--- src/rtl/stack_nbits_if.sv ---
// Bundle of the operand-stack request and status signals shared between the
// calculator datapath (master) and the stack itself (slave).
interface stack_nbits_if #(
   parameter int width = 8,
   parameter int depth = 4
);
   logic                         clear_i;
   logic                         push_i;
   logic                         pop_i;
   logic [width-1:0]             d_i;
   logic [width-1:0]             top_o;
   logic [width-1:0]             next_o;
   logic [$clog2(depth+1)-1:0]   count_o;
   logic                         empty_o;
   logic                         full_o;
   logic                         err_o;

   modport master (
      output clear_i, push_i, pop_i, d_i,
      input  top_o, next_o, count_o, empty_o, full_o, err_o
   );

   modport slave (
      input  clear_i, push_i, pop_i, d_i,
      output top_o, next_o, count_o, empty_o, full_o, err_o
   );
endinterface

--- src/rtl/stack_nbits.sv ---
// LIFO operand stack for the calculator datapath. Holds up to depth words,
// exposes the two topmost operands for the ALU and supports push, pop and
// replace (push and pop together overwrite the top word). Overflow and
// underflow attempts leave the contents untouched and set a sticky error.
module stack_nbits #(
   parameter int width = 8,
   parameter int depth = 4
) (
   input logic          clock_i,
   input logic          reset_i,
   stack_nbits_if.slave bus
);
   localparam int cw = $clog2(depth + 1);
   localparam int aw = $clog2(depth);

   logic [width-1:0] entries [depth];
   logic [cw-1:0]    count;
   logic             err;
   logic [aw-1:0]    top_idx;
   logic [aw-1:0]    next_idx;
   logic [aw-1:0]    wr_idx;
   logic             is_empty;
   logic             is_full;

   // Index arithmetic; out-of-range values for small counts are masked below.
   always_comb begin
      top_idx  = aw'(count - cw'(1));
      next_idx = aw'(count - cw'(2));
      wr_idx   = aw'(count);
      is_empty = (count == '0);
      is_full  = (count == cw'(depth));
   end

   // Stack state update: reset and clear empty the stack, otherwise decode push/pop.
   always_ff @(posedge clock_i) begin
      if (reset_i || bus.clear_i) begin
         for (int i = 0; i < depth; i++) begin
            entries[i] <= '0;
         end
         count <= '0;
         err   <= 1'b0;
      end else begin
         case ({bus.push_i, bus.pop_i})
            2'b10: begin
               if (is_full) begin
                  err <= 1'b1;
               end else begin
                  entries[wr_idx] <= bus.d_i;
                  count           <= count + cw'(1);
               end
            end
            2'b01: begin
               if (is_empty) begin
                  err <= 1'b1;
               end else begin
                  entries[top_idx] <= '0;
                  count            <= count - cw'(1);
               end
            end
            2'b11: begin
               if (is_empty) begin
                  err <= 1'b1;
               end else begin
                  entries[top_idx] <= bus.d_i;
               end
            end
            default: begin
            end
         endcase
      end
   end

   // Outputs are derived purely from state; operands are zero when not present.
   always_comb begin
      bus.top_o   = (count >= cw'(1)) ? entries[top_idx]  : '0;
      bus.next_o  = (count >= cw'(2)) ? entries[next_idx] : '0;
      bus.count_o = count;
      bus.empty_o = is_empty;
      bus.full_o  = is_full;
      bus.err_o   = err;
   end
endmodule

--- src/flat_wrapper.sv ---
// flat-port wrapper written by rule: the top's interface ports become plain ports
module stack_nbits_flat 
#(
   parameter int width = 8,
   parameter int depth = 4
)
  (clock_i, reset_i, bus_clear_i, bus_push_i, bus_pop_i, bus_d_i, bus_top_o, bus_next_o, bus_count_o, bus_empty_o, bus_full_o, bus_err_o);
  stack_nbits_if #(.width(width), .depth(depth)) bus_i ();
  input logic clock_i;
  input logic reset_i;
  input wire logic [$bits(bus_i.clear_i)-1:0] bus_clear_i;
  input wire logic [$bits(bus_i.push_i)-1:0] bus_push_i;
  input wire logic [$bits(bus_i.pop_i)-1:0] bus_pop_i;
  input wire logic [$bits(bus_i.d_i)-1:0] bus_d_i;
  output wire logic [$bits(bus_i.top_o)-1:0] bus_top_o;
  output wire logic [$bits(bus_i.next_o)-1:0] bus_next_o;
  output wire logic [$bits(bus_i.count_o)-1:0] bus_count_o;
  output wire logic [$bits(bus_i.empty_o)-1:0] bus_empty_o;
  output wire logic [$bits(bus_i.full_o)-1:0] bus_full_o;
  output wire logic [$bits(bus_i.err_o)-1:0] bus_err_o;
  assign bus_i.clear_i = bus_clear_i;
  assign bus_i.push_i = bus_push_i;
  assign bus_i.pop_i = bus_pop_i;
  assign bus_i.d_i = bus_d_i;
  assign bus_top_o = bus_i.top_o;
  assign bus_next_o = bus_i.next_o;
  assign bus_count_o = bus_i.count_o;
  assign bus_empty_o = bus_i.empty_o;
  assign bus_full_o = bus_i.full_o;
  assign bus_err_o = bus_i.err_o;
  stack_nbits #(.width(width), .depth(depth)) u_core (.clock_i(clock_i), .reset_i(reset_i), .bus(bus_i));
endmodule
--- config.mk ---
export PLATFORM = sky130hd
export DESIGN_NAME = stack_nbits_flat
export DESIGN_NICKNAME = d
export VERILOG_FILES = /design/src/rtl/stack_nbits_if.sv /design/src/rtl/stack_nbits.sv /design/src/flat_wrapper.sv
export SDC_FILE = /design/constraint.sdc
export NUM_CORES = 1
export LEC_CHECK = 0
export CAP_MARGIN = 5
export CELL_PAD_IN_SITES_DETAIL_PLACEMENT = 1
export CELL_PAD_IN_SITES_GLOBAL_PLACEMENT = 2
export CORE_UTILIZATION = 40
export CTS_CLUSTER_DIAMETER = 50
export CTS_CLUSTER_SIZE = 28
export DETAILED_ROUTE_END_ITERATION = 8
export HOLD_SLACK_MARGIN = 0.12
export PLACE_DENSITY = 0.9
export SLEW_MARGIN = 10
export SYNTH_ARGS = -nofsm -noshare
export SYNTH_HDL_FRONTEND = slang
export SYNTH_SLANG_ARGS = --single-unit
--- constraint.sdc ---
create_clock -name clock_i -period 6.9 [get_ports clock_i]
set_clock_uncertainty 0.05 [all_clocks]
set_input_delay 2.07 -clock clock_i [delete_from_list [all_inputs] [get_ports clock_i]]
set_output_delay 2.07 -clock clock_i [all_outputs]
set_load 0.05 [all_outputs]
# After elaboration in Yosys (flattened, before gate mapping)
# Memory sizes are Yosys's and may differ from the RTL's.
# Index checks and enable logic that the tools add are counted.
[word_totals]
regBits = 4
ramBits = 32
out_inout_bits = 22
word_cells = 54
mem_count = 1
[op_classes]
n_addsub = 3
magnitude_cmp = 2
n_eq_ne = 8
n_mux = 28
bitwise = 1
reduce_logical = 9
[memory_table]
columns = ["name", "words", "word_bits", "read_ports", "rd_clocked_by_memory_dff", "write_ports", "line_no", "text"]
rows = [
  ["u_core.entries", 4, 8, 2, 0, 4, "stack_nbits.sv:16", "logic [width-1:0] entries [depth];"],
]
[op_table]
columns = ["operator", "n"]
rows = [
  ["two-way mux 8 bit", 5],
  ["two-way mux 1 bit", 17],
  ["OR reduction 8 bit", 2],
  ["two-way mux 3 bit", 2],
  ["inequality test 2 bit, second input constant", 3],
  ["case mux 3 bit (2 select lines)", 1],
  ["AND reduction 3 bit", 2],
  ["equality test 2 bit, second input constant", 2],
  ["two-way mux 2 bit", 2],
  ["nonzero test 2 bit", 2],
  ["adder 3 x 1 -> 3 bit, second input constant", 1],
  ["equality test 3 bit, second input constant", 1],
  [">= comparator 3 x 1 -> 1 bit, second input constant", 1],
  [">= comparator 3 x 2 -> 1 bit, second input constant", 1],
  ["logical NOT 3 bit", 1],
  ["subtractor 3 x 1 -> 3 bit, second input constant", 1],
  ["equality test 2 x 1 -> 1 bit, second input constant", 1],
  ["inequality test 2 x 1 -> 1 bit, second input constant", 1],
  ["case mux 1 bit (2 select lines)", 1],
  ["OR reduction 2 bit", 1],
  ["subtractor 2 bit, second input constant", 1],
  ["logical OR 1 bit", 1],
  ["bitwise OR 1 bit", 1],
]

# Depth between registers and ports, before layout
# Gate-level depths: netlist of run 1.
[depth]
ltp_word = 8
mapped_depth = 8
ltp_nobuf = 7

# Worst setup path after synthesis of run 1
# No wires, ideal clock.
[synth_path]
kind = "register -> output"
from = "register u_core.count[0], in the netlist u_core.bus.count_o[0]"
to = "output bus_top_o[3]"
t_arrival_ps = 2635
t_required_ps = 4780
setup_slack_ps = 2145
stages_incl_launch_ff = 7
n_path_buf = 2
cell_sequence = "dfxtp_1 -> buf_2 -> inv_1 -> ha_1 -> buf_2 -> mux4_2 -> nor2b_1"
[synth_via]
elab_chain_len = 3
elab_cells_between_ends = 4
cone_classes = "add/sub (1); order compare (1); mux (1); memory (1)"
[synth_lines]
columns = ["element", "line_no", "text"]
rows = [
  ["from (decl)", "stack_nbits.sv:17", "logic [cw-1:0] count;"],
  ["from (signal assigned)", "stack_nbits.sv:49", "count <= count + cw'(1);"],
  ["from (signal assigned)", "stack_nbits.sv:57", "count <= count - cw'(1);"],
  ["subtractor 3 x 1 -> 3 bit", "n/a", ""],
  ["memory (4 x 8 bit)", "n/a", ""],
  ["two-way mux 8 bit *", "stack_nbits.sv:75", "bus.top_o = (count >= cw'(1)) ? entries[top_idx] : '0;"],
  ["to (decl)", "flat_wrapper.sv:15", "output wire logic [$bits(bus_i.top_o)-1:0] bus_top_o;"],
]
# Every way passes the cells marked *; elsewhere a longest branch is shown, timed or not.

# Worst setup path in the final report of run 1
[layout_path]
from = "register u_core.count[1], in the netlist u_core.bus.count_o[1]"
to = "output bus_top_o[3]"
# Same word-level chain as after synthesis.

==> results.tsv, run 1 <==
stage	metric	value	unit
critical_path	r2r_setup_slack	3440	ps
layout	fillers	549	
logic_synthesis	synth_top_cell_by_area	edfxtp_1	
die	initial_core_util	0.417	
power_and_ir_drop	powerDensity	195	nW/µm²
hold_path	hold_class	reg2reg	
critical_path	rr_endpoint	u_core.entries[2][7]	
global_route	grt_pass1_wl	8.29	mm
critical_path	worstPathArrival	3680	ps
logic_synthesis	synth_area_leaders	edfxtp_1 (42%), mux4_2 (16%), ha_1 (4.9%), and3_1 (4.4%), nor2b_1 (4.4%)	
clock_tree	ctsHoldBuffers	0	
sta	max_clock_freq	172	MHz
critical_path	cp-end-kind	output pin	
critical_path	r2r_cells	6	
clock_tree	post_cts_resized	0	
die	fp.dieH	77.8	µm
clock_tree	cts_root_buf	clkbuf_8	
clock_tree	clk_latency	280	ps
clock_tree	clock_path_buffers	2	
sta	setup_viol	0	
critical_path	endpoint	bus_top_o[3]	
global_route	gr-total-overflow	0	
power_and_ir_drop	peakVddDrop	0.0779	mV
global_route	grt_max_degree	26	
logic_synthesis	synth_top_area_frac	0.418	
layout	fin_nets	220	
logic_synthesis	synth_fp_nets	186	
logic_synthesis	synthTopCellsByCount	edfxtp_1 (32), and3_1 (16), mux4_2 (16), nor2b_1 (16)	
global_route	grt_pass1_vias	1575	
flow_run	cap_viol_max_count	0	
detailed_routing	ant_nets	0	
clock_tree	cts_tree	done	
detailed_routing	remaining_drc_errors	0	
logic_synthesis	yosysUniqueCellTypes	38	
die	std_cell_rows	27	
logic_synthesis	syn_area	2300	µm²
die	core_area	5510	µm²
sta	tns	0	ps
critical_path	cpPeakStageDelay	830	ps
placed_design	hpwlAfterDp	3.89	mm
logic_synthesis	synth_edf_count	32	
global_route	met1_usage	0.209	
detailed_routing	firstDrtPassIters	5	
logic_synthesis	ys_ff_latch	36	
logic_synthesis	synthMostInstantiatedCell	edfxtp_1	
critical_path	r2r_start	u_core.bus.count_o[1]	
critical_path	path_cells	inv_1 > ha_1 > mux4_2 > nor2b_1 > clkdlybuf4s50_1	
clock_tree	postCtsSetupBuffers	0	
placed_design	port_buffers	34	
critical_path	worstPathRequired	4780	ps
detailed_routing	vias_per_cell	5.49	
sta	rsz0062_at_grt	false	
sta	hold_ws	417	ps
critical_path	crit_path_max_fanout	15	
placed_design	gp_congestion	0.769	
sta	hold_violations	0	
sta	tightest_slew	1080	ps
logic_synthesis	ys_seq_area_frac	0.453	
sta	period_needed	5800	ps
sta	maxSlewViolCount	0	
critical_path	startpoint	u_core.bus.count_o[1]	
sta	slew_headroom	0.274	
run_status	outcome	finished, final reports clean	
critical_path	crit_type	reg2out	
power_and_ir_drop	p_leak	1.03	nW
logic_synthesis	synth-async-reset-ratio	0	
clock_tree	numCtsBuffers	5	
logic_synthesis	ys.flop_type	edfxtp_1	
detailed_routing	drt-total-wl	5.25	mm
logic_synthesis	ys_warn_count	0	
detailed_routing	dr_total_vias	1489	
critical_path	start_kind	flip-flop	
clock_tree	cts_sinks	36	
logic_synthesis	syn_area_per_cell	14.0	µm²
detailed_routing	drt_iter0_drc	93	
global_route	gr-usage-all-layers	0.187	
layout	syn2layout_area_growth	20.9	%
global_route	use_met2	0.346	
clock_tree	htree_levels	2	
layout	layout-drive-gt1-share	0.226	
die	die_w	77.8	µm
layout	antenna_cells	0	
layout	regArea	1040	µm²
die	io_pins	35	
logic_synthesis	syn_inst	164	
clock_tree	clk_pin_slew	70	ps
global_route	antenna_found_initial	0	
critical_path	cpMaxStageDelayCell	dfxtp_1	
layout	multiInputGateArea	1190	µm²
global_route	grtUsageMet3	0.0376	
global_route	grt_busiest_layer	met2	
die	die_area	6050	µm²
sta	layout_worst_path_cycle_share	0.841	
detailed_routing	routedWlPerCell	19.4	µm
## worst min path at each step
stage / cells after the start / slack, ps / startpoint / end
global placement: 1 / 400 / u_core.bus.err_o / u_core.bus.err_o
finish: 1 / 420 / u_core.bus.err_o / u_core.bus.err_o
floorplan: 1 / 700 / u_core.bus.err_o / u_core.bus.err_o
global route: 1 / 450 / u_core.bus.err_o / u_core.bus.err_o
CTS: 1 / 430 / u_core.bus.err_o / u_core.bus.err_o
detailed placement: 1 / 410 / u_core.bus.err_o / u_core.bus.err_o
## cell families after synthesis
| group | after synthesis | synth area share |
|---|---|---|
| fa+ha+maj | 9 | 0.0490 |
| mux | 19 | 0.175 |
| simple gates | 69 | 0.227 |
| xor+xnor | 2 | 0.00763 |
| buf+inv | 14 | 0.0321 |
| compound gates | 15 | 0.0556 |
| flops | 36 | 0.453 |
## state kept, by name, summed over array words and instances (netlist names)
name / count
u_core.entries: 32
u_core.bus.count_o: 3
u_core.bus.err_o: 1
## power breakdown
part / internal, mW / switching, mW / leakage [nW]
sequential: 0.250 / 0.00923 / 0.392
combinational: 0.0567 / 0.0824 / 0.600
clock: 0.0699 / 0.0734 / 0.0388
## final cells by class
cell class | instances | area share
clock inverters | 2 | 0.00405
repair buffers | 35 | 0.125
inverters | 6 | 0.00901
well taps | 72 | 0.0324
flip-flops and latches | 36 | 0.375
clock buffers | 6 | 0.0261
multi-input cells | 114 | 0.428
## cell usage in the layout (no fill, tap or decap), types with 2 or more instances in the layout
master / Yosys / routed
clkdlybuf4s50_1: 0 / 34
nor3b_2: 8 / 8
o21ai_1: 2 / 2
and3_1: 16 / 16
clkbuf_8: 0 / 5
o2111ai_1: 2 / 2
and2_1: 9 / 9
nor3_1: 3 / 3
mux2i_1: 2 / 2
mux4_2: 16 / 16
edfxtp_1: 32 / 32
dfxtp_1: 4 / 4
inv_1: 5 / 5
nand2_1: 2 / 2
nor2_1: 5 / 5
or3_1: 3 / 3
nor3_2: 2 / 2
o21ai_2: 3 / 3
ha_1: 9 / 9
nor2b_1: 16 / 16
## per-layer routing
metal | part of all wire | routed length [µm]
met2 | 0.55 | 2890
met3 | 0.030 | 155
met4 | 0.017 | 88
met1 | 0.40 | 2120
met5 | 0 | 0
## through the flow
step	util	worst slack (ps)	instances	total power [mW]	area (µm²)
after global routing	0.504	937	271	0.562	2780
after detailed placement	0.489	1380	263	0.405	2690
final	0.504	1100	271	0.542	2780
after global placement	0.489	1520	263	0.399	2690
after floorplan	-	2140	164	0.360	2300
after CTS	0.504	1070	271	0.548	2780
## worst max-delay path: cells and delay by family (launching register included)
kind / cells / cell delay, ps
fa+ha+maj: 1 / 780
mux: 1 / 610
flops: 1 / 830
simple gates: 1 / 150
buf+inv: 2 / 1040
Note: power is estimated with default switching activity, not from simulation.
==> run 2: changes to the inputs <==
- CORE_UTILIZATION: 40 -> 38
- PLACE_DENSITY: 0.9 -> 0.86
- clock period: 6.9 -> 5.9 ns (I/O delays scaled with it)
==> run 2 against run 1 <==
Setup slack got worse by 2.3 ps. Sequential share of layout area fell by 0.15 points. Power grew 19%. Critical path type unchanged. Wire length rose by 4.6%. Critical path depth unchanged. Non-clock buffer count is 1 higher. Flip-flop and latch count is the same. Die area up 5.1%. Global-route usage is 0.52 points higher.
==> results.tsv, run 2 (synthesis results as in run 1) <==
stage	metric	value	unit	change
layout	regMostFlops	u_core.entries		
die	core_area	5680	µm²	+3.1%
sta	max_clock_freq	208	MHz	
flow_run	cap_viol_max_count	0		unchanged
die	std_cell_rows	27		unchanged
die	io_pins	35		unchanged
sta	tns	0	ps	unchanged
global_route	grt_pass1_wl	8.85	mm	+6.7%
layout	largest_reg_flops	32		unchanged
detailed_routing	ant_nets	0		unchanged
clock_tree	htree_levels	2		unchanged
detailed_routing	firstDrtPassIters	4		-1
global_route	gr-total-overflow	0		unchanged
global_route	gr-usage-all-layers	0.193		+0.00525
clock_tree	clk_latency	290	ps	about the same
critical_path	worstPathArrival	2980	ps	-700 ps
detailed_routing	vias_per_cell	5.59		+1.7%
power_and_ir_drop	power_frac_clock	0.276		+0.012
sta	tightest_slew	1130	ps	+50.2 ps
detailed_routing	remaining_drc_errors	0		unchanged
detailed_routing	routedWlPerCell	20.2	µm	+4.2%
critical_path	cpMaxStageDelayCell	ha_1		
clock_tree	cts_root_buf	clkbuf_8		
power_and_ir_drop	power.switching	0.204	mW	+24%
clock_tree	cts_tree	done		
detailed_routing	drt_iter0_drc	84		-9.7%
clock_tree	postCtsSetupBuffers	0		unchanged
hold_path	hold_class	reg2reg		
critical_path	crit_type	reg2out		
layout	antenna_cells	0		unchanged
clock_tree	clk_pin_slew	70	ps	about the same
die	initial_core_util	0.405		-0.0124
critical_path	worstPathRequired	4080	ps	-700 ps
power_and_ir_drop	peakVddDrop	0.149	mV	+91%
detailed_routing	drt-total-wl	5.49	mm	+4.6%
layout	syn2layout_area_growth	21.4	%	
layout	final_common_cell	clkdlybuf4s50_1		
global_route	grt_pass1_vias	1619		+2.8%
clock_tree	clock_path_buffers	2		unchanged
critical_path	start_kind	flip-flop		
power_and_ir_drop	pwr-share-seq	0.466		-0.013
die	die_area	6360	µm²	+5.1%
sta	layout_worst_path_cycle_share	0.814		
sta	period_needed	4800	ps	
run_status	outcome	finished, final reports clean		
global_route	grt_max_degree	26		unchanged
power_and_ir_drop	finalPower	0.646	mW	+19%
detailed_routing	dr_total_vias	1520		+2.1%
layout	fin_nets	221		+0.45%
die	fp.dieH	79.8	µm	+2.5%
critical_path	crit_path_max_fanout	11		-4
power_and_ir_drop	cell_internal_pwr	0.442	mW	+17%
power_and_ir_drop	pwr-share-comb	0.258		about the same
die	die_w	79.8	µm	+2.5%
placed_design	port_buffers	34		unchanged
sta	hold_violations	0		unchanged
power_and_ir_drop	powerDensity	232	nW/µm²	+19%
layout	final_cell_mix	clkdlybuf4s50_1 (34), edfxtp_1 (32), mux4_2 (16), nor2b_1 (16), and3_1 (16)		
layout	layout-drive-gt1-share	0.240		+0.0139
global_route	antenna_found_initial	0		unchanged
critical_path	cp-end-kind	output pin		
placed_design	hpwlAfterDp	3.99	mm	+2.5%
clock_tree	cts_sinks	36		unchanged
power_and_ir_drop	p_sw_frac	0.316		+0.0119
critical_path	path_cells	inv_1 > ha_1 > mux4_2 > nor2b_1 > clkdlybuf4s50_1		
clock_tree	post_cts_resized	0		unchanged
sta	slew_headroom	0.239		-0.0354
sta	rsz0062_at_grt	false		
clock_tree	numCtsBuffers	5		unchanged
sta	maxSlewViolCount	0		unchanged
critical_path	cpPeakStageDelay	750	ps	-80 ps
power_and_ir_drop	p_leak	1.05	nW	+1.4%
placed_design	gp_congestion	0.786		+2.3%
sta	setup_viol	0		unchanged
clock_tree	ctsHoldBuffers	0		unchanged
[run 2: cell types whose count changed in the layout (fill, tap and decap cells not counted)]
cell        before  now
buf_4            1    2
clkbuf_1         1    0
clkinv_1         1    0
clkinv_2         0    2
clkinv_4         0    1
clkinvlp_4       1    0
[run 2: worst max-delay path, delay by kind of cell (launching register included)]
family / cells / cell delay [ps]
fa+ha+maj: 1 / 750
buf+inv: 2 / 880
flops: 1 / 340
mux: 1 / 580
simple gates: 1 / 150
[run 2: power groups by stage]
| stage | logic (mW) | registers, mW | clock network, mW |
|---|---|---|---|
| 2_1_floorplan | 0.112 | 0.308 | 0 |
| 3_3_place_gp | 0.162 | 0.306 | 0 |
| 3_5_place_dp | 0.167 | 0.307 | 0 |
| 4_1_cts | 0.169 | 0.301 | 0.180 |
| 5_1_grt | 0.178 | 0.303 | 0.188 |
| 6_report | 0.167 | 0.301 | 0.178 |
[run 2: area by class of cell]
class / instances / area [µm²]
Tap cell: 72 / 90.1
Timing Repair Buffer: 36 / 355
Multi-Input combinational cell: 114 / 1190
Fill cell: 583 / 2890
Clock inverter: 3 / 18.8
Clock buffer: 5 / 68.8
Inverter: 6 / 25.0
Sequential cell: 36 / 1040
[run 2: path summary, 6_finish.rpt]
check	from	endpoint	slack, ps	cells after the start
setup / recovery	u_core.bus.count_o[0]	bus_top_o[5]	1100	5
hold / removal	u_core.bus.err_o	u_core.bus.err_o	420	1
setup reg to reg	u_core.bus.count_o[0]	u_core.entries[1][2]	3170	5
hold reg to reg	u_core.bus.err_o	u_core.bus.err_o	420	1
[run 2: stage by stage]
stage                     cells  hold slack, ps   util  cell area (µm²)  setup slack (ps)
after floorplan             164             695      -             2300              1440
after global placement      264             407  0.476             2700              1430
after detailed placement    264             415  0.476             2700              1400
after CTS                   272             431  0.491             2790              1070
after global routing        272             455  0.491             2790               953
final                       272             424  0.491             2790              1100
[run 2: per-layer routing]
| layer | up-vias | wire [µm] | track usage |
|---|---|---|---|
| li1 | 703 | - | - |
| met3 | 6 | 132 | 0.0274 |
| met4 | 0 | 76 | 0.0589 |
| met1 | 784 | 2360 | 0.242 |
| met5 | - | 0 | 0 |
| met2 | 27 | 2920 | 0.342 |
==> run 3: changes to the inputs <==
- clock period: 5.9 -> 4.9 ns (I/O delays scaled with it)
==> run 3 against run 2 <==
Global-route usage grew 1.5 points. Wire length grew 6.4%. Critical path type unchanged. Clock power grew 16%. Critical path depth is the same. Power grew 21%.
==> results.tsv, run 3 (synthesis results as in run 1) <==
stage	metric	value	unit	change
power_and_ir_drop	peakVddDrop	0.108	mV	-28%
clock_tree	htree_levels	2		unchanged
global_route	gr-usage-all-layers	0.207		+0.0147
detailed_routing	routedWlPerCell	21.1	µm	+4.5%
power_and_ir_drop	powerDensity	276	nW/µm²	+19%
clock_tree	ctsHoldBuffers	0		unchanged
layout	regMostFlops	u_core.entries		
placed_design	gp_congestion	0.799		+1.6%
power_and_ir_drop	p_leak	1.10	nW	+5.5%
die	fp.dieH	79.8	µm	unchanged
layout	largest_reg_flops	32		unchanged
layout	antenna_cells	0		unchanged
layout	syn2layout_area_growth	23.0	%	
sta	rsz0062_at_grt	false		
hold_path	hold_end	u_core.bus.err_o		
layout	design_area	2830	µm²	+1.3%
clock_tree	clock_path_buffers	2		unchanged
sta	maxSlewViolCount	0		unchanged
die	initial_core_util	0.405		unchanged
detailed_routing	vias_per_cell	5.71		+2.2%
detailed_routing	ant_nets	0		unchanged
placed_design	placed_area	2740	µm²	+1.5%
sta	setup_viol	0		unchanged
detailed_routing	drt-total-wl	5.85	mm	+6.4%
power_and_ir_drop	finalPower	0.780	mW	+21%
layout	finish.utilization	0.498		+0.00639
global_route	grt_max_degree	26		unchanged
critical_path	worstPathRequired	3380	ps	-700 ps
layout	final_common_cell	edfxtp_1		
detailed_routing	drt_iter0_drc	149		+77%
global_route	grt_pass1_wl	9.34	mm	+5.5%
critical_path	r2r_setup_slack	2300	ps	-870 ps
layout	layout.cells.non_filler	277		+1.8%
clock_tree	post_cts_resized	0		unchanged
clock_tree	clk_pin_slew	70	ps	about the same
die	die_area	6360	µm²	unchanged
critical_path	r2r_start	u_core.bus.count_o[0]		
sta	slew_headroom	0.262		+0.0232
detailed_routing	dr_total_vias	1582		+4.1%
layout	layout-drive-gt1-share	0.322		+0.0820
die	io_pins	35		unchanged
critical_path	crit_type	reg2out		
critical_path	start_kind	flip-flop		
sta	period_needed	3950	ps	
run_status	outcome	finished, final reports clean		
critical_path	worstPathArrival	2430	ps	-550 ps
clock_tree	postCtsSetupBuffers	0		unchanged
layout	fin_nets	226		+2.3%
clock_tree	cts_tree	done		
detailed_routing	remaining_drc_errors	0		unchanged
flow_run	cap_viol_max_count	0		unchanged
global_route	antenna_found_initial	0		unchanged
hold_path	hold_start	u_core.bus.err_o		
sta	tightest_slew	1100	ps	-34.6 ps
die	std_cell_rows	27		unchanged
critical_path	cp-end-kind	output pin		
detailed_routing	firstDrtPassIters	4		unchanged
sta	tns	0	ps	unchanged
sta	layout_worst_path_cycle_share	0.805		
placed_design	port_buffers	34		unchanged
clock_tree	clk_latency	290	ps	about the same
critical_path	r2r_cells	6		+1
hold_path	holdPathStages	1		unchanged
clock_tree	cts_sinks	36		unchanged
placed_design	hpwlAfterDp	4.47	mm	+12%
clock_tree	numCtsBuffers	5		unchanged
layout	final_cell_mix	edfxtp_1 (32), buf_4 (19), clkdlybuf4s50_1 (18)		
critical_path	rr_endpoint	u_core.entries[1][2]		
clock_tree	cts_root_buf	clkbuf_8		
global_route	gr-total-overflow	0		unchanged
critical_path	crit_path_max_fanout	9		-2
placed_design	placedCellCount	269		+1.9%
die	die_w	79.8	µm	unchanged
global_route	grt_pass1_vias	1638		+1.2%
sta	max_clock_freq	253	MHz	
die	core_area	5680	µm²	unchanged
hold_path	hold_class	reg2reg		
sta	hold_violations	0		unchanged
run 3: cell types whose count changed in the layout (fill, tap and decap cells not counted), moves of 2 or more:
cell             before  now
clkdlybuf4s50_1      34   18
clkinv_2              2    0
buf_12                0    4
buf_4                 2   19
run 3: cell type report:
class | count | area (µm²)
Clock buffer | 6 | 72.6
Tap cell | 72 | 90.1
Timing Repair Buffer | 41 | 403
Multi-Input combinational cell | 114 | 1180
Clock inverter | 2 | 11.3
Sequential cell | 36 | 1040
Inverter | 6 | 25.0
Fill cell | 573 | 2850
run 3: metrics by stage:
stage                     setup slack (ps)  hold slack, ps
after floorplan                        745             695
after global placement                1120             401
after detailed placement               964             433
after CTS                              941             451
after global routing                   826             489
final                                  953             445
run 3: per-layer routing:
layer	part of all wire	up-vias	wire length (µm)	global-route usage
met3	0.048	11	280	0.0343
met5	0	-	0	0
li1	-	710	-	-
met4	0.023	0	133	0.0839
met2	0.49	51	2890	0.338
met1	0.43	810	2540	0.275
run 3: worst max-delay path by stage:
| stage | startpoint | endpoint | cells after the start |
|---|---|---|---|
| 2_1_floorplan | u_core.bus.count_o[0] | bus_top_o[3] | 6 |
| 3_3_place_gp | bus_pop_i | u_core.entries[1][1] | 8 |
| 3_5_place_dp | bus_pop_i | u_core.entries[0][1] | 8 |
| 4_1_cts | u_core.bus.count_o[0] | bus_next_o[6] | 5 |
| 5_1_grt | u_core.bus.count_o[0] | bus_top_o[5] | 5 |
| 6_report | u_core.bus.count_o[0] | bus_top_o[3] | 5 |
run 3: critical path, cell delays in order (launching register included):
cell and delay (ps):
dfxtp_1 340, inv_1 180, ha_1 690, mux4_2 570
nor2b_1 140, buf_4 210
run 3: power breakdown:
part	switching, mW	internal (mW)	leakage, nW
Combinational	0.122	0.0867	0.672
Sequential	0.0121	0.352	0.392
Clock	0.108	0.0985	0.0388
